===== src/rtl/gout_uart_tx_pkg.sv =====
// Shared definitions for the gout UART trace transmitter: TX state
// encodings, ASCII base codes and the default baud divisor.
package gout_uart_tx_pkg;

  typedef enum logic [1:0] {
    TX_IDLE  = 2'd0,
    TX_START = 2'd1,
    TX_DATA  = 2'd2,
    TX_STOP  = 2'd3
  } tx_state_t;

  localparam logic [7:0] ASCII_0 = 8'h30;
  localparam logic [7:0] ASCII_A = 8'h41;

  // 100 MHz system clock, 115200 baud
  localparam int DEFAULT_CLKS_PER_BIT = 868;

endpackage


===== src/rtl/gout_uart_tx_fifo.sv =====
// Small synchronous show-ahead FIFO for core output taps. dout always
// presents the oldest entry so a consumer can latch it in the pop cycle.
// A push into a full FIFO is accepted only when a pop frees a slot in
// the same cycle.
module gout_fifo #(
  parameter int DATA_W  = 4,
  parameter int FIFO_AW = 2
) (
  input  logic              CLK,
  input  logic              reset,
  input  logic              push,
  input  logic [DATA_W-1:0] din,
  input  logic              pop,
  output logic [DATA_W-1:0] dout,
  output logic              empty,
  output logic              full
);

  localparam int DEPTH = 1 << FIFO_AW;
  localparam int CNT_W = FIFO_AW + 1;
  localparam logic [CNT_W-1:0]   CNT_ONE = CNT_W'(1);
  localparam logic [FIFO_AW-1:0] PTR_ONE = FIFO_AW'(1);

  logic [DATA_W-1:0]  mem [DEPTH];
  logic [FIFO_AW-1:0] wr_ptr;
  logic [FIFO_AW-1:0] rd_ptr;
  logic [CNT_W-1:0]   count;
  logic               do_push;
  logic               do_pop;

  assign empty   = (count == '0);
  assign full    = (count == CNT_W'(DEPTH));
  assign do_pop  = pop & ~empty;
  assign do_push = push & (~full | do_pop);
  assign dout    = mem[rd_ptr];

  // Storage array: data only, never reset
  always_ff @(posedge CLK) begin
    if (do_push) begin
      mem[wr_ptr] <= din;
    end
  end

  // Pointers and occupancy count
  always_ff @(posedge CLK) begin
    if (reset) begin
      wr_ptr <= '0;
      rd_ptr <= '0;
      count  <= '0;
    end else begin
      if (do_push) begin
        wr_ptr <= wr_ptr + PTR_ONE;
      end
      if (do_pop) begin
        rd_ptr <= rd_ptr + PTR_ONE;
      end
      case ({do_push, do_pop})
        2'b10:   count <= count + CNT_ONE;
        2'b01:   count <= count - CNT_ONE;
        default: count <= count;
      endcase
    end
  end

endmodule


===== src/rtl/gout_uart_tx.sv =====
// Turns every change of the core's 4-bit general output into one ASCII
// hex character on an 8N1 UART line. Changes are queued in a small FIFO
// so short bursts survive while a frame is in flight; a change that finds
// the FIFO full is dropped and flagged on the sticky overflow output.
module gout_uart_tx
  import gout_uart_tx_pkg::*;
#(
  parameter int CLKS_PER_BIT = DEFAULT_CLKS_PER_BIT,
  parameter int FIFO_AW      = 2
) (
  input  logic       CLK,
  input  logic       reset,
  input  logic [3:0] gout,
  output logic       txd,
  output logic       busy,
  output logic       overflow
);

  localparam int BAUD_W = (CLKS_PER_BIT > 2) ? $clog2(CLKS_PER_BIT) : 1;
  localparam logic [BAUD_W-1:0] BAUD_LOAD = BAUD_W'(CLKS_PER_BIT - 1);
  localparam logic [BAUD_W-1:0] BAUD_ONE  = BAUD_W'(1);

  tx_state_t         state;
  logic [BAUD_W-1:0] baud_cnt;
  logic [2:0]        bit_idx;
  logic [7:0]        shift_reg;
  logic [3:0]        prev_gout;

  logic              push;
  logic              pop;
  logic [3:0]        fifo_dout;
  logic              fifo_empty;
  logic              fifo_full;
  logic              bit_done;

  // Nibble to ASCII hex digit, upper-case letters
  function automatic logic [7:0] encode_hex(input logic [3:0] n);
    if (n < 4'd10) begin
      return ASCII_0 + {4'h0, n};
    end else begin
      return ASCII_A + {4'h0, n} - 8'd10;
    end
  endfunction

  assign push     = ~reset & (gout != prev_gout);
  assign pop      = (state == TX_IDLE) & ~fifo_empty;
  assign bit_done = (baud_cnt == '0);
  assign busy     = (state != TX_IDLE) | ~fifo_empty;

  gout_fifo #(
    .DATA_W  (4),
    .FIFO_AW (FIFO_AW)
  ) u_fifo (
    .CLK   (CLK),
    .reset (reset),
    .push  (push),
    .din   (gout),
    .pop   (pop),
    .dout  (fifo_dout),
    .empty (fifo_empty),
    .full  (fifo_full)
  );

  // Change detector; tracks gout through reset so release is silent
  always_ff @(posedge CLK) begin
    if (reset || (gout != prev_gout)) begin
      prev_gout <= gout;
    end
  end

  // Sticky flag for a change lost to a full FIFO with no pop to make room
  always_ff @(posedge CLK) begin
    if (reset) begin
      overflow <= 1'b0;
    end else if (push && fifo_full && !pop) begin
      overflow <= 1'b1;
    end
  end

  // Frame shift register: load on pop, shift right after each data bit
  always_ff @(posedge CLK) begin
    if (pop) begin
      shift_reg <= encode_hex(fifo_dout);
    end else if ((state == TX_DATA) && bit_done) begin
      shift_reg <= {1'b0, shift_reg[7:1]};
    end
  end

  // TX state machine with baud counter; txd is registered here
  always_ff @(posedge CLK) begin
    if (reset) begin
      state    <= TX_IDLE;
      txd      <= 1'b1;
      baud_cnt <= '0;
      bit_idx  <= '0;
    end else begin
      case (state)
        TX_IDLE: begin
          txd <= 1'b1;
          if (!fifo_empty) begin
            baud_cnt <= BAUD_LOAD;
            txd      <= 1'b0;
            state    <= TX_START;
          end
        end
        TX_START: begin
          if (!bit_done) begin
            baud_cnt <= baud_cnt - BAUD_ONE;
          end else begin
            baud_cnt <= BAUD_LOAD;
            bit_idx  <= 3'd0;
            txd      <= shift_reg[0];
            state    <= TX_DATA;
          end
        end
        TX_DATA: begin
          if (!bit_done) begin
            baud_cnt <= baud_cnt - BAUD_ONE;
          end else begin
            baud_cnt <= BAUD_LOAD;
            if (bit_idx == 3'd7) begin
              txd   <= 1'b1;
              state <= TX_STOP;
            end else begin
              // shift_reg moves right this same edge, so bit 1 is next
              bit_idx <= bit_idx + 3'd1;
              txd     <= shift_reg[1];
            end
          end
        end
        TX_STOP: begin
          if (!bit_done) begin
            baud_cnt <= baud_cnt - BAUD_ONE;
          end else begin
            state <= TX_IDLE;
          end
        end
        default: begin
          txd   <= 1'b1;
          state <= TX_IDLE;
        end
      endcase
    end
  end

endmodule


===== config.mk =====
export PLATFORM = sky130hd
export DESIGN_NAME = gout_uart_tx
export DESIGN_NICKNAME = d
export VERILOG_FILES = /design/src/rtl/gout_uart_tx_pkg.sv /design/src/rtl/gout_uart_tx_fifo.sv /design/src/rtl/gout_uart_tx.sv
export SDC_FILE = /design/constraint.sdc
export NUM_CORES = 1
export LEC_CHECK = 0
export BUFFER_PORTS_ARGS = -buffer_cell sky130_fd_sc_hd__buf_4
export CAP_MARGIN = 40
export CORE_MARGIN = 2
export CORE_UTILIZATION = 45
export CTS_CLUSTER_SIZE = 16
export DETAILED_ROUTE_END_ITERATION = 6
export GPL_TIMING_DRIVEN = 0
export PLACE_DENSITY_LB_ADDON = 0.2
export SETUP_SLACK_MARGIN = 0.05
export SKIP_LAST_GASP = 1
export SLEW_MARGIN = 20
export SYNTH_ARGS = -nofsm -noshare
export SYNTH_HDL_FRONTEND = slang
export SYNTH_HIERARCHICAL = 1
export SYNTH_SLANG_ARGS = --single-unit

===== constraint.sdc =====
create_clock -name CLK -period 2.6 [get_ports CLK]
set_input_delay 0.26 -clock CLK [delete_from_list [all_inputs] [get_ports CLK]]
set_output_delay 0.26 -clock CLK [all_outputs]
set_load 0.02 [all_outputs]

=== Yosys cells after proc, flatten, opt, wreduce, memory -nomap -nowiden ===
Memory sizes are Yosys's and may differ from the RTL's. A register that Yosys moved wholly into a read port is not among the register bits.
Cells that the tools add are included.

* Memory bits (read-only): 0
* Bits in latches: 0
* RAM bits: 16
* Memories: 1
* Logic and storage cells: 90
* Input bits: 6
* Output and inout bits: 3
* Flip-flop bits (word level): 36

* Add/sub/neg operators: 9
* Bitwise operators: 9
* Shift-type cells: 0
* Muxes and demuxes: 27
* Reductions and logical operators: 18
* Div/mod/pow operators: 0
* $mul: 0
* Eq/ne operators: 15
* Magnitude comparators: 1

{| class="wikitable"
|+ Memory list
! name !! depth !! bits a word !! rd ports !! clocked after memory_dff !! write ports !! line !! text
|-
| u_fifo.mem || 4 || 4 || 1 || 1 || 1 || gout_uart_tx_fifo.sv:24 || <nowiki>logic [DATA_W-1:0] mem [DEPTH];</nowiki>
|}

{| class="wikitable"
|+ Operators with widths
! kind !! number
|-
| 10-bit 2-to-1 mux || 3
|-
| 10-bit case mux with 3 select lines || 1
|-
| 8-bit 2-to-1 mux || 3
|-
| 2-bit 2-to-1 mux || 7
|-
| 2-bit != test (second input constant) || 6
|-
| 3-bit case mux with 2 select lines || 2
|-
| 10-bit zero test || 1
|-
| 10-bit by 1-bit subtractor with 10-bit output (second input constant) || 1
|-
| 3-bit 2-to-1 mux || 3
|-
| 7-bit by 4-bit adder with 8-bit output (first input constant) || 1
|-
| 2-bit case mux with 4 select lines || 1
|-
| 2-bit nonzero test || 4
|-
| 8-bit by 4-bit subtractor with 8-bit output (second input constant) || 1
|-
| 6-bit by 4-bit adder with 7-bit output (first input constant) || 1
|-
| 3-bit by 1-bit adder with 3-bit output (second input constant) || 2
|-
| 2-bit equality test (second input constant) || 3
|-
| 3-bit equality test (second input constant) || 2
|-
| 1-bit 2-to-1 mux || 6
|-
| 5-bit AND reduction || 1
|-
| 2-bit by 1-bit adder with 2-bit output (second input constant) || 2
|-
| 1-bit bitwise AND || 4
|-
| 2-bit by 1-bit equality test with 1-bit output (second input constant) || 2
|-
| 4-bit < comparator (second input constant) || 1
|-
| 4-bit != test || 1
|-
| 15 further kinds || 20
|}

=== Logic depth before layout (Yosys ltp) ===
Gate-level depths: netlist (run 1).

* Word-level depth: 8
* Mapped depth: 13

=== By module ===
The synthesis (run 1) kept the hierarchy.

{| class="wikitable"
|+ By module, submodules not included
! module !! sequential area each (um2) !! times used !! area each (um2) !! cells each
|-
| gout_uart_tx || 670.6 || 1 || 1656.6 || 175
|-
| gout_fifo || 660.6 || 1 || 1066.0 || 74
|}

=== Worst setup path after synthesis (run 1) ===
OpenSTA, ideal clock, no wires.

* Kind: register to register
* Start: register prev_gout[1]
* End: register u_fifo.count[2]
* Library setup time: 70 ps
* Slack: 86 ps
* Data required time: 2530 ps
* Cell stages (with the launch flop): 12
* Data arrival time: 2443 ps
* Cells stage by stage: edfxtp_1 xor2_1 nor4_1 nor2_1 a21boi_2 inv_1 ha_1 inv_1 fa_1 xor2_1 or3_2 a21oi_1

* Word-level cells in the longest chain between the ends: 5
* Elaborated cells between the ends (all ways): 7
* Those cells by class: eq/ne (3); mux (1); bitwise (2); reduce/logical (1)

{| class="wikitable"
|+ Ends and longest elaborated chain
! element !! line !! text
|-
| start: declaration || gout_uart_tx.sv:27 || <nowiki>logic [3:0] prev_gout;</nowiki>
|-
| start signal: assignment || gout_uart_tx.sv:67 || <nowiki>prev_gout <= gout;</nowiki>
|-
| 4-bit != test * || gout_uart_tx.sv:45 || <nowiki>assign push = ~reset & (gout != prev_gout);</nowiki>
|-
| 1-bit bitwise AND * || gout_uart_tx.sv:45 ||
|-
| named net push || gout_uart_tx.sv:29 || <nowiki>logic push;</nowiki>
|-
| 1-bit bitwise AND * || gout_uart_tx_fifo.sv:34 || <nowiki>assign do_push = push & (~full | do_pop);</nowiki>
|-
| 2-bit by 1-bit equality test with 1-bit output or 2-bit equality test (tied branches) || gout_uart_tx_fifo.sv:57 || <nowiki>case ({do_push, do_pop})</nowiki>
|-
| 3-bit case mux with 2 select lines or 2-bit nonzero test (tied branches) || - ||
|-
| end signal: assignment || gout_uart_tx_fifo.sv:58 || <nowiki>2'b10: count <= count + CNT_ONE;</nowiki>
|-
| end signal: assignment || gout_uart_tx_fifo.sv:59 || <nowiki>2'b01: count <= count - CNT_ONE;</nowiki>
|-
| end signal: assignment || gout_uart_tx_fifo.sv:60 || <nowiki>default: count <= count;</nowiki>
|-
| end: declaration || gout_uart_tx_fifo.sv:27 || <nowiki>logic [CNT_W-1:0] count;</nowiki>
|}

Mark *: on every way through the listed nets, which the timed path passes. The rest lies on a longest branch.
A chain may end at the register's enable or synchronous reset.

=== Worst setup path after layout (run 1) ===
* Start: register prev_gout[0]
* End: register u_fifo.count[2]

The elaborated chain is that of the path after synthesis.

==> flow_summary_export.csv, run 1 <==
group,metric,value,unit
global_route,grt_max_degree,20,
placed_design,dp_cells,332,
placed_design,dp_hpwl,3562,um
die,num_rows,28,
finish,nFillCells,553,
worst_setup_path,reg2reg_from,"prev_gout[0]",
clocking,cts_tree,"built",
die,die_area,0.006689,mm2
clocking,cts_made_buffers,5,
pwr,clkPwrFrac,0.138,
pwr,p_int,2.140,mW
worst_setup_path,arrival,2.63,ns
sta,fin_crit,2.387,ns
finish,utilization,0.5230,
sta,fmax,418.9,MHz
finish,fin_cells,347,
yosys,synthArstFlopShare,0,
yosys,synthesis.instances,249,
worst_setup_path,critPathKind,"reg2reg",
sta,tightest_slew,0.5920,ns
sta,min_period_over_period,0.9181,
yosys,ys_seq_area_frac,0.4890,
route,drtIter0Drc,131,
pwr,leakage,1.175,nW
sta,drv_slew,0,
route,vias_per_cell,5.415,
die,coreArea,0.005886,mm2
clocking,ctsHoldBuffers,0,
clocking,path_clk_slew,0.10,ns
yosys,syn-mean-instance-area,10.93,um2
yosys,synth_seq_cells,53,
global_route,first_global_vias,1875,
pwr,pwr-share-comb,0.491,
worst_setup_path,worstPathRequired,2.85,ns
clocking,clock_path_buffers,2,
sta,setup_viol,0,
route,dr_total_vias,1879,
placed_design,gp_congestion,0.8420,
die,start_util,0.4626,
sta,hold_violations,0,
outcome,status,"finished clean",
placed_design,portBuffers,8,
global_route,antenna_found_initial,0,
route,routed_wl,5036,um
worst_setup_path,cpPeakStageDelay,0.39,ns
sta,grt_setup_unrepaired,"no",
run,maxCapViolations,0,
pwr,power_switching,1.495,mW
finish,drive_gt1_frac,0.2243,
yosys,synthesis.area,0.002723,mm2
route,drcViolationCount,0,
hold_path,hp-class,"in2reg",
worst_setup_path,crit_start,"prev_gout[0]",
finish,num_antenna_cells,0,
worst_setup_path,cp_common_cell,"xor2_1",
global_route,grt-ovfl-total,0,
sta,finalClockSkew,0.008599,ns
pwr,pwr-share-seq,0.371,
clocking,cts_root_buf,"clkbuf_8",
die,die_h,81.79,um
clocking,htreeDepth,2,
worst_setup_path,r2r_cells,11,
finish,largest_reg_flops,16,
worst_setup_path,endpoint,"u_fifo/count[2]",
finish,nets,293,
pwr,switching_share,0.4112,
die,die_w,81.79,um
die,io-pin-count,9,
yosys,yosys_warnings,6,
pwr,p_total,3.635,mW
global_route,grt_pass1_wl,8707,um
route,postRouteAntennaNets,0,
worst_setup_path,critPathLaunchType,"flip-flop",
yosys,synthFlopType,"edfxtp_1",
global_route,gr-usage-all-layers,0.1706,
yosys,synthesis.nets,271,
worst_setup_path,crit_fanout,2,
pwr,irDropWorstVdd,0.5378,mV
finish,area_growth,13.05,%
yosys,synth_cell_types,57,
yosys,synth-edff-count,27,
worst_setup_path,timing.rr.end,"u_fifo/count[2]",
sta,relSlewSlack,0.6032,
worst_setup_path,cp-end-kind,"flip-flop",
pwr,p_per_area,1181,mW/mm2
route,routedWlPerCell,14.51,um
clocking,clk_latency,0.31,ns
worst_setup_path,crit_chain,"xor2_1 -> nor4_2 -> nor2_1 -> a21boi_4 -> inv_2 -> ha_4 -> inv_1 -> fa_2 -> xor2_1 -> or3_4 -> a21oi_2",
worst_setup_path,cp_slowest_cell,"edfxtp_1",
clocking,cts.sinks,53,
worst_setup_path,r2r_slack,0.21,ns
route,first_pass_iters,4,
cells in the final DEF (no fill, tap or decap), drive strengths merged, types with 3 or more instances in the layout:
master  Yosys  routed
a211oi      4       4
xor2        7       7
nor3        6       6
a32oi       3       3
nor2b       3       3
inv        20      22
clkbuf      3       8
nand2      12      12
nand2b      6       6
nor2       27      27
edfxtp     27      27
and2        5       5
nor4        5       5
ha         15      15
o21ai      11      11
buf         1      16
a21oi      14      14
or3         6       6
mux4        4       4
or2         3       3
mux2i       3       3
dfxtp      26      26
critical path: cells and delay by family (launching register included):
kind	cells	cell delay (ns)
AO/OA/AOI/OAI	2	0.28
AND/OR/NAND/NOR	3	0.77
adder cells (fa/ha/maj)	2	0.45
flip-flops	1	0.39
buffers and inverters	2	0.12
XOR/XNOR	2	0.33
worst min-delay path by stage:
stage	to	depth (start not counted)	startpoint	slack (ns)
floorplan	baud_cnt[8]	1	reset	0.33
global placement	overflow	2	overflow	0.45
detailed placement	overflow	2	overflow	0.47
CTS	prev_gout[1]	1	gout[1]	0.16
global route	prev_gout[1]	1	gout[1]	0.16
finish	u_fifo/mem[1][2]	1	gout[2]	0.17
synthesized netlist by cell type, types with 3 or more instances:
cell type | count | area (um2)
a211oi_1 | 4 | 30.03
or2_2 | 3 | 18.77
or3_1 | 3 | 18.77
nor3_1 | 4 | 20.02
mux2i_1 | 3 | 30.03
xor2_1 | 7 | 61.31
nand2_1 | 12 | 45.04
nor2_1 | 27 | 101.4
edfxtp_1 | 27 | 810.8
clkbuf_1 | 3 | 11.26
nor2b_1 | 3 | 18.77
a32oi_1 | 3 | 26.28
a21oi_1 | 14 | 70.07
ha_1 | 15 | 187.7
inv_1 | 20 | 75.07
dfxtp_1 | 26 | 520.5
o21ai_0 | 11 | 55.05
and2_2 | 4 | 30.03
nor4_1 | 4 | 25.02
or3_2 | 3 | 22.52
nand2b_1 | 6 | 37.54
mux4_2 | 4 | 90.09
final cells by class:
class / instances / area [um2] / area share
Sequential cell: 53 / 1333 / 0.4329
Inverter: 20 / 75.07 / 0.02439
Buffer: 4 / 18.77 / 0.006098
Tap cell: 75 / 93.84 / 0.03049
Multi-Input combinational cell: 172 / 1348 / 0.4378
Clock inverter: 3 / 28.78 / 0.009350
Timing Repair Buffer: 15 / 112.6 / 0.03659
Clock buffer: 5 / 68.82 / 0.02236
power by group through the flow:
stage | clock (mW) | combinational, mW | sequential (mW)
floorplan | 0 | 1.32 | 1.32
global placement | 0 | 1.64 | 1.35
detailed placement | 0 | 1.67 | 1.36
CTS | 0.517 | 1.74 | 1.35
global route | 0.550 | 2.01 | 1.39
finish | 0.502 | 1.79 | 1.35
what timing repair did:
item,in CTS,in global routing
pin swaps,4,3
hold endpoints to repair,0,0
gates resized for setup,7,6
setup endpoints to repair,2,1
buffers inserted,4,3
cells by family after synthesis:
family / after synthesis / synth area share
AO/OA/AOI/OAI: 53 / 0.1365
XOR/XNOR: 8 / 0.02574
adder cells (fa/ha/maj): 16 / 0.07629
buffers and inverters: 24 / 0.03447
flip-flops: 53 / 0.4890
multiplexers: 9 / 0.05515
AND/OR/NAND/NOR: 86 / 0.1829
metrics by stage:
stage / setup TNS, ns / setup slack, ns / instance area, um2 / hold slack, ns
CTS: 0 / 0.06598 / 3034 / 0.1608
global placement: -0.4007 / -0.3595 / 2877 / 0.4523
floorplan: 0 / 0.08640 / 2723 / 0.3262
detailed placement: -0.5128 / -0.4176 / 2877 / 0.4658
finish: 0 / 0.2130 / 3078 / 0.1671
global route: 0 / 0.05697 / 3078 / 0.1557
metal layers:
metal / vias up / wire length (um) / track usage / share of wire
met5: - / 0 / 0 / 0
met4: 0 / 79 / 0.05667 / 0.016
met3: 7 / 128 / 0.03736 / 0.025
met2: 19 / 2435 / 0.2837 / 0.48
met1: 896 / 2392 / 0.2204 / 0.47
li1: 957 / - / - / -
Note: power is estimated with default switching activity, not from simulation.
==> run 2: changes to the inputs <==
RECOVER_POWER = 100   (was not set)
==> run 2 against run 1 <==
  * Global-route usage is the same
  * Critical endpoint unchanged
  * Critical path depth up 1
  * Highest routed layer unchanged
  * Worst setup slack better by 0.0022 ns
  * Sequential share of layout area is 0.95 points higher
  * Critical path type unchanged
==> flow_summary_export.csv, run 2 (same netlist as run 1, synthesis figures left out) <==
group,metric,value,unit
worst_setup_path,cp_common_cell,"inv_1",
worst_setup_path,worstPathRequired,2.84,ns
worst_setup_path,cp_slowest_cell,"dfxtp_1",
clocking,cts_made_buffers,5,
route,routedWlPerCell,14.58,um
sta,relSlewSlack,0.2995,
clocking,clk_latency,0.31,ns
sta,setup_viol,0,
die,die_h,81.79,um
finish,num_antenna_cells,0,
global_route,antenna_found_initial,0,
die,die_w,81.79,um
route,dr_total_vias,1883,
clocking,cts.sinks,53,
die,coreArea,0.005886,mm2
clocking,htreeDepth,2,
route,postRouteAntennaNets,0,
worst_setup_path,critPathKind,"reg2reg",
route,first_pass_iters,4,
global_route,gr-usage-all-layers,0.1706,
die,die_area,0.006689,mm2
clocking,cts_root_buf,"clkbuf_8",
finish,area_growth,10.62,%
pwr,irDropWorstVdd,0.5343,mV
outcome,status,"finished clean",
global_route,first_global_vias,1875,
pwr,leakage,1.129,nW
worst_setup_path,arrival,2.63,ns
placed_design,portBuffers,8,
sta,worst_hold_slack,0.2001,ns
route,routed_wl,5059,um
route,vias_per_cell,5.427,
sta,fin_setup_tns,0,ns
sta,fin_crit,2.385,ns
clocking,ctsHoldBuffers,0,
die,io-pin-count,9,
route,drtIter0Drc,136,
die,start_util,0.4626,
global_route,grt-ovfl-total,0,
sta,drv_slew,0,
finish,nets,293,
worst_setup_path,cp-end-kind,"flip-flop",
finish,mostFrequentLayoutCells,"nor2_1 (27), edfxtp_1 (27), dfxtp_1 (25)",
sta,min_period_over_period,0.9172,
hold_path,hp-class,"in2reg",
worst_setup_path,critPathLaunchType,"flip-flop",
finish,multi_input_area,0.001315,mm2
clocking,path_clk_slew,0.11,ns
sta,fmax,419.3,MHz
sta,hold_violations,0,
die,num_rows,28,
sta,finalClockSkew,0.009309,ns
finish,nFillCells,561,
global_route,grt_max_degree,20,
finish,seqCellArea,0.001333,mm2
pwr,p_per_area,1183,mW/mm2
worst_setup_path,cpPeakStageDelay,0.35,ns
placed_design,dp_hpwl,3562,um
clocking,cts_tree,"built",
placed_design,gp_congestion,0.8420,
run,maxCapViolations,0,
clocking,clock_path_buffers,2,
finish,drive_gt1_frac,0.1544,
worst_setup_path,crit_fanout,6,
route,drcViolationCount,0,
global_route,grt_pass1_wl,8707,um
sta,tightest_slew,1.043,ns
sta,grt_setup_unrepaired,"no",
worst_setup_path,crit_chain,"inv_1 -> ha_1 -> nand2b_1 -> inv_2 -> o31ai_1 -> inv_1 -> ha_4 -> inv_1 -> fa_2 -> xor2_1 -> or3_4 -> a21oi_1",
finish,largest_reg_flops,16,
==> run 2: cell types whose count changed in the layout (fill, tap and decap cells not counted), moves of 2 or more <==
cell      previous run  this run
buf_4               16         6
clkbuf_1             3        12
and2_0               0         4
and2_2               4         0
nor3_1               3         5
nor3_2               2         0
==> run 2: where the power goes <==
part           internal, mW  switching [mW]
Clock                 0.202           0.300
Combinational         0.743           0.974
Sequential             1.14           0.202
==> run 2: layer usage <==
layer | GRT usage | share of wire | vias up
met4 | 0.05667 | 0.012 | 0
met5 | 0 | 0 | -
li1 | - | - | 956
met2 | 0.2837 | 0.48 | 20
met1 | 0.2204 | 0.49 | 902
met3 | 0.03736 | 0.024 | 5
==> run 2: area by class of cell <==
cell class / instances / area share
multi-input combinational: 172 / 0.4366
timing repair buffer: 15 / 0.02742
inverter: 20 / 0.02493
sequential: 53 / 0.4425
clock buffer: 5 / 0.02285
clock inverter: 3 / 0.009555
tap: 75 / 0.03116
buffer: 4 / 0.004985
==> run 2: final timing paths <==
path,startpoint,end,slack [ns],depth (start not counted)
hold / removal,reset,baud_cnt[8],0.20,2
hold reg to reg,overflow,overflow,0.47,2
setup reg to reg,state[0],u_fifo/count[2],0.22,12
setup / recovery,state[0],u_fifo/count[2],0.22,12
==> run 2: stage by stage <==
step / cells / worst slack [ns] / total power [mW] / utilization / instance area, um2
floorplan: 249 / 0.08640 / 2.639 / - / 2723
global route: 347 / 0.03963 / 3.868 / 0.5117 / 3012
detailed placement: 332 / -0.4176 / 3.029 / 0.4887 / 2877
finish: 347 / 0.2152 / 3.563 / 0.5117 / 3012
CTS: 344 / 0.06598 / 3.606 / 0.5155 / 3034
global placement: 332 / -0.3595 / 2.995 / 0.4887 / 2877
==> run 2: worst max-delay path, delay by kind of cell, from the launching register on <==
family,cells,cell delay [ns]
buf+inv,4,0.43
flops,1,0.35
fa+ha+maj,3,0.73
simple gates,2,0.45
compound gates,2,0.22
xor+xnor,1,0.15
==> run 2: what timing repair did <==
item	in CTS	in global routing
endpoints found under the setup margin	2	1
hold endpoints to repair	0	0
resized for setup	7	6
pin swaps	4	3
buffers inserted	4	3
==> run 3: changes to the inputs <==
==> constraint.sdc (replaced) <==
create_clock -name CLK -period 2.6 [get_ports CLK]
set_input_delay 0.52 -clock CLK [delete_from_list [all_inputs] [get_ports CLK]]
set_output_delay 0.52 -clock CLK [all_outputs]
set_load 0.02 [all_outputs]
==> run 3 against run 2 <==
  * Total power increased by 1.2%
  * Cell count is 1.2% lower
  * Sequential share of layout area fell by 0.13 points
  * Register-to-register slack got worse by 0.07 ns
  * Clock-buffer cell count unchanged
  * Critical endpoint unchanged
  * Largest cell class unchanged
==> flow_summary_export.csv, run 3 (same netlist as run 1, synthesis figures left out) <==
group,metric,value,unit
outcome,status,"finished clean",
route,wl_met1,2221,um
die,start_util,0.4626,
finish,area_growth,10.94,%
worst_setup_path,crit_start,"gout[2]",
pwr,leakage,1.126,nW
die,num_rows,28,
worst_setup_path,worstPathRequired,2.84,ns
sta,grt_setup_unrepaired,"no",
global_route,antenna_found_initial,0,
placed_design,portBuffers,8,
route,first_pass_iters,4,
worst_setup_path,r2r_slack,0.15,ns
finish,mostFrequentLayoutCells,"nor2_1 (27), edfxtp_1 (27), dfxtp_1 (25)",
route,routed_wl,4821,um
worst_setup_path,cp-end-kind,"flip-flop",
clocking,path_clk_slew,0.10,ns
worst_setup_path,timing.rr.end,"u_fifo/count[2]",
finish,drive_gt1_frac,0.1604,
route,vias_per_cell,5.501,
placed_design,dp_hpwl,3527,um
worst_setup_path,cp_slowest_cell,"fa_2",
clocking,ctsHoldBuffers,0,
route,dr_total_vias,1887,
clocking,cts.sinks,53,
sta,hold_violations,0,
finish,final_area,0.003020,mm2
route,top_layer,"met4",
finish,largest_reg_flops,16,
worst_setup_path,cp.depth,13,
route,drtIter0Drc,81,
placed_design,dpl-instance-area,0.002895,mm2
worst_setup_path,crit_fanout,6,
sta,worst_hold_slack,0.4612,ns
placed_design,gp_congestion,0.7958,
worst_setup_path,critPathLaunchType,"primary input",
clocking,cts_made_buffers,5,
die,io-pin-count,9,
global_route,grt_max_degree,19,
pwr,p_per_area,1194,mW/mm2
clocking,cts_tree,"built",
sta,setup_viol,0,
worst_setup_path,arrival,2.70,ns
worst_setup_path,crit_family,"simple AND/OR/NAND/NOR gates",
global_route,gr-usage-all-layers,0.1572,
worst_setup_path,crit_chain,"clkbuf_1 -> xor2_1 -> nor4_2 -> buf_4 -> nor2_1 -> a21boi_4 -> inv_2 -> ha_4 -> inv_2 -> fa_2 -> xor2_1 -> or3_4 -> a21oi_2",
finish,num_antenna_cells,0,
worst_setup_path,endpoint,"u_fifo/count[2]",
global_route,grt-ovfl-total,0,
route,routedWlPerCell,14.06,um
sta,fin_crit,2.457,ns
clocking,cts_root_buf,"clkbuf_8",
clocking,clock_path_buffers,2,
clocking,htreeDepth,2,
sta,drv_slew,0,
sta,tightest_slew,0.8671,ns
worst_setup_path,r2r_cells,12,
sta,min_period_over_period,0.9451,
worst_setup_path,cpPeakStageDelay,0.35,ns
worst_setup_path,reg2reg_from,"prev_gout[2]",
sta,relSlewSlack,0.4175,
global_route,grt_pass1_wl,7997,um
die,die_area,0.006689,mm2
route,met3WireLength,115,um
worst_setup_path,critPathBufInv,4,
clocking,clk_latency,0.31,ns
route,postRouteAntennaNets,0,
pwr,irDropWorstVdd,0.6074,mV
die,die_w,81.79,um
die,coreArea,0.005886,mm2
worst_setup_path,critPathKind,"in2reg",
route,dr_wl_met2,2426,um
sta,finalClockSkew,0.01171,ns
die,die_h,81.79,um
finish,nets,289,
sta,fmax,407.0,MHz
run,maxCapViolations,0,
hold_path,hp-class,"in2reg",
route,drcViolationCount,0,
global_route,first_global_vias,1759,
==> run 3: cell count changes in the layout (fill, tap and decap cells not counted), sizes merged <==
| cell | previous run | this run |
|---|---|---|
| buf | 6 | 5 |
| clkbuf | 18 | 15 |
| inv | 22 | 21 |
| bufinv | 0 | 1 |
==> run 3: layout make-up <==
type                       instances  area, um2
buffer                             4      18.77
clock buffer                       5      68.82
clock inverter                     3      50.05
fill                             552       2865
inverter                          20      75.07
multi-input combinational        172       1325
sequential                        53       1333
tap                               75      93.84
timing repair buffer              11      56.30
==> run 3: metal layers <==
layer | vias up | track usage
li1 | 948 | -
met1 | 916 | 0.1963
met2 | 18 | 0.2740
met3 | 5 | 0.03297
met4 | 0 | 0.04500
met5 | - | 0
==> run 3: power by group <==
group,internal [mW],total [mW],switching (mW)
clock,0.295,0.581,0.285
sequential,1.14,1.34,0.201
combinational,0.727,1.68,0.956
==> run 3: repair_timing <==
item                       4_1_cts  5_1_grt
buffers inserted                 3        0
pin swaps                        4        7
setup endpoints to repair        2        1
gates resized for setup          3        8
==> run 3: worst min path at each step <==
stage          startpoint           end  slack (ns)  depth (start not counted)
6_report            reset   baud_cnt[8]        0.46                          2
4_1_cts           gout[2]  prev_gout[2]        0.43                          1
3_5_place_dp     overflow      overflow        0.46                          2
3_3_place_gp   bit_idx[0]    bit_idx[0]        0.46                          2
5_1_grt             reset   baud_cnt[8]        0.45                          2
2_1_floorplan  bit_idx[0]    bit_idx[0]        0.44                          2
==> run 3: per-stage QoR <==
| stage | setup TNS (ns) | cells | total power [mW] | utilization | setup WS [ns] |
|---|---|---|---|---|---|
| after CTS | 0 | 343 | 3.674 | 0.5181 | 0.05842 |
| after floorplan | 0 | 249 | 2.653 | - | 0.06508 |
| after detailed placement | -0.2960 | 332 | 3.020 | 0.4919 | -0.2771 |
| after global placement | -0.2888 | 332 | 3.002 | 0.4919 | -0.2695 |
| after global routing | 0 | 343 | 3.919 | 0.5132 | 0.02965 |
| final | 0 | 343 | 3.606 | 0.5132 | 0.1427 |
